--- src/rtl/serial_seq_tx.sv ---
`default_nettype none
// ============================================================================
//  Module   : serial_seq_tx
//  Purpose  : Parallel-to-serial frame transmitter. Accepts a word and a bit
//             length over a valid/ready handshake, shifts the low L bits out
//             one per clock with sof/eof markers, then inserts an idle gap of
//             GAP cycles before the next frame can be accepted.
//  Ports    : clk        - clock, rising edge
//             rst_n      - asynchronous active-low reset
//             in_valid   - frame request valid
//             in_ready   - frame can be accepted this cycle
//             in_data    - frame bits (low in_len bits used)
//             in_len     - frame length in bits (clamped to WIDTH)
//             abort      - synchronous cancel of the frame in progress
//             bit_out    - serial data bit (0 when bit_valid is low)
//             bit_valid  - bit_out carries a frame bit
//             sof / eof  - first / last bit of a frame
//             busy       - shifting or in the inter-frame gap
//             done       - one-cycle pulse after a frame completes normally
//  Revision : 1.0 - initial release
// ============================================================================
module serial_seq_tx #(
   parameter int WIDTH     = 8,
   parameter int LEN_W     = 4,
   parameter int GAP       = 1,
   parameter int MSB_FIRST = 1
) (
   input  logic             clk,
   input  logic             rst_n,
   input  logic             in_valid,
   output logic             in_ready,
   input  logic [WIDTH-1:0] in_data,
   input  logic [LEN_W-1:0] in_len,
   input  logic             abort,
   output logic             bit_out,
   output logic             bit_valid,
   output logic             sof,
   output logic             eof,
   output logic             busy,
   output logic             done
);

   localparam int               GAP_W       = (GAP > 1) ? $clog2(GAP) : 1;
   localparam logic [GAP_W-1:0] C_GAP_LOAD  = GAP_W'((GAP > 0) ? (GAP - 1) : 0);
   localparam logic             C_HAS_GAP   = (GAP > 0);
   localparam logic [LEN_W-1:0] C_WIDTH_LEN = LEN_W'(WIDTH);
   localparam logic [LEN_W-1:0] C_LEN_ONE   = LEN_W'(1);

   typedef enum logic [1:0] {
      ST_IDLE  = 2'd0,
      ST_SHIFT = 2'd1,
      ST_GAP   = 2'd2
   } state_t;

   state_t             state_q,  state_d;
   logic [WIDTH-1:0]   shreg_q,  shreg_d;
   logic [LEN_W-1:0]   cnt_q,    cnt_d;
   logic [GAP_W-1:0]   gap_q,    gap_d;
   logic               first_q,  first_d;
   logic               done_q,   done_d;
   logic               rdy_q,    rdy_d;

   logic [LEN_W-1:0]   eff_len;
   logic [WIDTH-1:0]   load_val;
   logic [WIDTH-1:0]   shift_next;
   logic               cur_bit;
   logic               accept;

   // Lengths beyond WIDTH are clamped so the counter never exceeds the word.
   assign eff_len = (in_len > C_WIDTH_LEN) ? C_WIDTH_LEN : in_len;

   // The shift register always presents the next bit at a fixed end, so the
   // bit order is settled once at load time.
   generate
      if (MSB_FIRST != 0) begin : g_msb_first
         logic [LEN_W-1:0] shamt;
         // Left-align bit L-1 at the top so it leaves first; bits >= L fall off.
         assign shamt      = C_WIDTH_LEN - eff_len;
         assign load_val   = in_data << shamt;
         assign shift_next = shreg_q << 1;
         assign cur_bit    = shreg_q[WIDTH-1];
      end else begin : g_lsb_first
         // Bits >= L stay in the register but the counter stops before them.
         assign load_val   = in_data;
         assign shift_next = shreg_q >> 1;
         assign cur_bit    = shreg_q[0];
      end
   endgenerate

   // rdy_q keeps in_ready low during reset and for the release cycle.
   assign in_ready  = rdy_q & (state_q == ST_IDLE);
   assign accept    = in_valid & in_ready;
   assign bit_valid = (state_q == ST_SHIFT);
   assign bit_out   = bit_valid & cur_bit;
   assign sof       = bit_valid & first_q;
   assign eof       = bit_valid & (cnt_q == C_LEN_ONE);
   assign busy      = (state_q != ST_IDLE);
   assign done      = done_q;

   always_comb begin
      state_d = state_q;
      shreg_d = shreg_q;
      cnt_d   = cnt_q;
      gap_d   = gap_q;
      first_d = 1'b0;
      done_d  = 1'b0;
      rdy_d   = 1'b1;
      case (state_q)
         ST_IDLE: begin
            // abort is deliberately ignored here, even on an accept cycle.
            if (accept) begin
               shreg_d = load_val;
               cnt_d   = eff_len;
               if (eff_len != '0) begin
                  state_d = ST_SHIFT;
                  first_d = 1'b1;
               end else begin
                  done_d = 1'b1;
                  if (C_HAS_GAP) begin
                     state_d = ST_GAP;
                     gap_d   = C_GAP_LOAD;
                  end
               end
            end
         end
         ST_SHIFT: begin
            if (abort) begin
               state_d = ST_IDLE;
               cnt_d   = '0;
               shreg_d = '0;
            end else begin
               shreg_d = shift_next;
               cnt_d   = cnt_q - C_LEN_ONE;
               if (cnt_q == C_LEN_ONE) begin
                  done_d = 1'b1;
                  if (C_HAS_GAP) begin
                     state_d = ST_GAP;
                     gap_d   = C_GAP_LOAD;
                  end else begin
                     state_d = ST_IDLE;
                  end
               end
            end
         end
         ST_GAP: begin
            if (abort || (gap_q == '0)) begin
               state_d = ST_IDLE;
               gap_d   = '0;
            end else begin
               gap_d = gap_q - GAP_W'(1);
            end
         end
         default: begin
            state_d = ST_IDLE;
         end
      endcase
   end

   always_ff @(posedge clk or negedge rst_n) begin
      if (!rst_n) begin
         state_q <= ST_IDLE;
         shreg_q <= '0;
         cnt_q   <= '0;
         gap_q   <= '0;
         first_q <= 1'b0;
         done_q  <= 1'b0;
         rdy_q   <= 1'b0;
      end else begin
         state_q <= state_d;
         shreg_q <= shreg_d;
         cnt_q   <= cnt_d;
         gap_q   <= gap_d;
         first_q <= first_d;
         done_q  <= done_d;
         rdy_q   <= rdy_d;
      end
   end

endmodule
`default_nettype wire

--- config.mk ---
export PLATFORM = sky130hd
export DESIGN_NAME = serial_seq_tx
export DESIGN_NICKNAME = d
export VERILOG_FILES = /design/src/rtl/serial_seq_tx.sv
export SDC_FILE = /design/constraint.sdc
export NUM_CORES = 1
export LEC_CHECK = 0
export CORE_MARGIN = 3
export CORE_UTILIZATION = 40
export CTS_CLUSTER_DIAMETER = 50
export DETAILED_ROUTE_END_ITERATION = 7
export GPL_TIMING_DRIVEN = 0
export PLACE_DENSITY_LB_ADDON = 0.2
export SLEW_MARGIN = 20
export SYNTH_ARGS = -nofsm -noshare
export SYNTH_HDL_FRONTEND = slang
export SYNTH_SLANG_ARGS = --single-unit
--- constraint.sdc ---
create_clock -name clk -period 1.5 [get_ports clk]
set_input_delay 0.375 -clock clk [delete_from_list [all_inputs] [get_ports clk]]
set_output_delay 0.375 -clock clk [all_outputs]
set_load 0.05 [all_outputs]
-- After elaboration in Yosys (flattened, before gate mapping)
Cells that the tools add are included.
Widths: inputs -> output; s select.
- output and inout bits: 7
- flip-flop bits (word level): 18
- input port bits: 16
- logic and storage cells: 63
- shifts and indexed selects: 1
- bitwise logic cells: 6
- multiplexer cells: 27
- equality and inequality tests: 9
- reduce and logical (&&, ||, !) cells: 9
- $lt $le $gt $ge: 1
- add/subtract/negate cells: 3
- operators by type and width (kind ; number):
    $mux 8 ; 2
    $pmux 8 s2 ; 1
    $mux 1 ; 12
    $mux 4 ; 3
    $mux 2 ; 5
    $ne 2x2->1 const B ; 4
    $pmux 4 s2 ; 1
    $shl 8x4->8 ; 1
    $pmux 2 s3 ; 1
    $and 1x1->1 ; 5
    $reduce_and 5->1 ; 1
    $eq 4x1->1 const B ; 1
    $gt 4x4->1 const B ; 1
    $reduce_bool 2->1 ; 2
    $reduce_bool 4->1 ; 1
    $sub 4x1->4 const B ; 1
    $sub 4x4->4 const A ; 1
    $ne 3x2->1 const B ; 1
    $pmux 1 s3 ; 1
    $reduce_and 3->1 ; 1
    $reduce_bool 3->1 ; 1
    $eq 2x1->1 const B ; 1
    $eq 2x2->1 const B ; 1
    $logic_not 2->1 ; 1
    6 further kinds ; 6

-- Depth between registers and ports, before layout
- depth after elaboration: 6
- mapped depth: 8

-- Worst setup path before layout
Ideal clock, no wire load.
- kind: reg-to-output
- from: register state_q[1]
- to: output port eof
- slack: -0.439 ns
- path buffers: 0
- stages on the path, launching flop included: 4
- arrival: 1.564 ns
- path through: dfrtp_1 nand2b_2 inv_1 and2_1
- word-level cells in the longest chain between the ends: 2
- ends and longest elaborated chain (element ; line ; RTL):
    start, declared ; 55 ; state_t state_q, state_d;
    start signal, assigned ; 169 ; state_q <= state_d;
    $eq 2x1->1 ; 93 ; assign bit_valid = (state_q == ST_SHIFT);
    named net bit_valid ; 36 ; output logic bit_valid,
    $and 1x1->1 ; 96 ; assign eof = bit_valid & (cnt_q == C_LEN_ONE);
    end, declared ; 38 ; output logic eof,
The timed path passes the listed nets, and every way through them passes these cells.

-- Worst setup path in the final report
- from: register cnt_q[1]
- to: output port eof
- word-level cells in the longest chain between the ends: 2
- ends and longest elaborated chain (element ; line ; RTL):
    start, declared ; 57 ; logic [LEN_W-1:0] cnt_q, cnt_d;
    start signal, assigned ; 171 ; cnt_q <= cnt_d;
    $eq 4x1->1 ; 96 ;
    $and 1x1->1 ; 96 ;
Every way passes these cells.

==> reports/results.txt <==
Area leader, netlist - dfrtp_1
Via Count - 1,250
Hold_buf cts - 0
Worst path cell trace - inv_2 -> ha_4 -> nor3b_4 -> and2_4 -> buf_8
Largest net degree at the start of global routing - 19
Highest Clock Rate - 559 MHz
Worst Setup Slack, final - -0.289 ns
Routed Antenna Nets - 0
Gpl congestion - 0.808
Footprint of the multi-input gates - 895 um2
Initial DRC Count - 66
First-pass GRT wire length - 5550 um
Ys async rst share - 100%
Clock Tree Root - clkbuf_4
Initial antenna violation count - 0
Starting Density - 43.5%
Overall Global Routing Usage - 19.6%
Dpl hpwl - 2450 um
Yosys top cell area share - 36.3%
Mapped Nets - 154
Synth cell count leaders - 18 x dfrtp_1, 13 x nor2_1, 8 x a21oi_1, 8 x inv_1, 8 x o21ai_0
H-tree Lvls - 1
Post-place setup slack - -1.05 ns
Most common cell in the netlist - dfrtp_1
Lkg Pwr - 0.895 nW
Hold path depth - 3
CP endpoint kind - output port
Worst path required time - 1.12 ns
Ports - 23
CP max-delay cell - dfrtp_1
Synth warn - 0
Clk sinks - 18
Global route overflow - 0
Post-synth EDFFs - 0
CTS tree - yes
DIE AREA - 3810 um2
Chip width - 61.7 um
CP Max Fanout - 2
Reg2Reg Depth - 7
Netlist cell types - 43
Tcrit/Tclk final - 119%
Synth top area cells - dfrtp_1 36%, mux4_2 5.4%, mux2i_1 4.8%, nor2_1 3.9%, a21oi_1 3.2%
Worst min path class - in -> reg
Failing checks - negative setup slack
# setup viols final - 12
Synth Flop Type - dfrtp_1
Total CTS buffers - 3
Row count - 19
Die height - 61.7 um
Unrepaired setup endpoints after global routing - true
Arrival time worst endpoint - 1.41 ns
Worst-case clock buffer depth - 2
Slew headroom - 44.1%
Final hold vios - 0
Slew Limit Fails - 0
Avg WL per Cell - 17.3 um
CP Launch Type - flop
Via density - 5.84
Syn avg cell area - 9.19 um2
Outcome - complete, but fails checks
Worst Tran Pin Value - 0.835 ns
Initial DRT Pass Iterations - 4
Post-route cell area - 1940 um2
Share of layout cells above drive strength 1 - 44.3%
Synthesized area - 1240 um2
Routed wire length - 3690 um
Max stage delay on crit path - 0.41 ns
Count of state elements after synthesis - 18
DRC Markers - 0
Tmin final - 1.79 ns
Core area - 2850 um2
Max-cap violations - 0
Vias in the first global route - 1,211
FF+latch area - 454 um2
Seq/Total Area, Yosys - 36.3%
Post-Syn Instances - 135
Fin Clk Skew - 0.00815 ns
Number of port buffers - 22
Max VDD drop - 0.671 mV
Clk_lat worst skew - 0.30 ns
Syn-to-layout area delta - 56.5%
Dpl cell area - 1570 um2
Fillcell total - 212
Antenna diodes - 0
Critical path class - reg -> out
Final net count - 204
Pwr per Cell Area - 1050 nW/um2
Clock-pin slew on the worst setup and hold paths - 0.11 ns
-- layer usage --
metal / vias up / GRT usage (%) / share of wire [%]
li1: 598 / - / -
met1: 605 / 26.0 / 40
met2: 45 / 34.1 / 52
met3: 2 / 4.13 / 7.0
met4: 0 / 2.42 / 0.33
met5: - / 0 / 0
-- state kept, by name, summed over array words and instances, names as in the netlist --
name and cells:
rdy_q 1, gap_q 1, first_q 1, shreg_q 8, state_q 2, done 1, cnt_q 4
-- per-stage QoR --
| stage | hold slack, ns | instances | power [mW] | TNS [ns] | utilization, % |
|---|---|---|---|---|---|
| 2_1_floorplan | 0.0794 | 135 | 1.22 | -1.35 | - |
| 3_3_place_gp | 0.473 | 188 | 1.44 | -13.75 | 55.2 |
| 3_5_place_dp | 0.496 | 188 | 1.46 | -14.11 | 55.2 |
| 4_1_cts | 0.499 | 207 | 1.91 | -0.942 | 64.2 |
| 5_1_grt | 0.505 | 214 | 2.16 | -2.33 | 68.1 |
| 6_report | 0.478 | 214 | 2.04 | -1.54 | 68.1 |
-- worst max-delay path: cells and delay by family (launching register included) --
family                   cells  cell delay (ns)
adder cells (fa/ha/maj)      1             0.12
flip-flops                   1             0.41
buffers and inverters        2             0.22
AND/OR/NAND/NOR              2             0.37
-- layout make-up --
type	count	area share [%]
multi-input combinational	105	46.1
timing repair buffer	47	24.7
sequential	18	23.4
tap	31	2.00
inverter	8	1.74
clock buffer	3	1.16
buffer	2	0.966
-- report_power, final --
group          internal, mW  total (mW)  switching [mW]
Clock                0.0935       0.248           0.154
Combinational         0.540        1.08           0.541
Sequential            0.606       0.713           0.107
-- placed cells by master, fill, tap and decap left out, drive strengths merged, types with 3 or more instances in the layout --
cell type,instances
buf,34
dfrtp,18
nor2,13
o21ai,10
a21oi,9
clkdlybuf4s50,7
nand2,7
nand3,7
inv,7
mux2i,6
nand2b,6
and2,5
clkbuf,5
o211ai,4
dlymetal6s2s,4
a22oi,4
a32oi,3
mux4,3
nor3,3
ha,3
-- final timing paths --
path / startpoint / to / slack (ns)
min in group asynchronous: rst_n / cnt_q[1] / 0.54
setup reg to reg: state_q[0] / shreg_q[0] / -0.19
hold / removal: in_valid / first_q / 0.48
setup / recovery: cnt_q[1] / eof / -0.29
hold reg to reg: gap_q / gap_q / 0.51
max in group asynchronous: rst_n / state_q[0] / 0.39
-- timing repair --
action                                  4_1_cts  5_1_grt
gates cloned                                  0        1
setup buffers                                17        7
pin swaps                                     4       12
endpoints found under the setup margin       23       17
resized for setup                            86       33
-- logic make-up (layout without fill, tap and decap cells) --
logic type,count (synthesis),after routing,synth area share [%]
AOI/OAI and AO/OA,39,39,20.6
adders and majority gates,3,3,3.02
xor gates and xnor gates,2,2,1.41
muxes,11,11,12.1
DFF,18,18,36.3
buffers and inverters,12,60,4.33
and+or+nand+nor,49,49,22.0
other,1,1,0.302
Power figures use the tool's default switching activity.
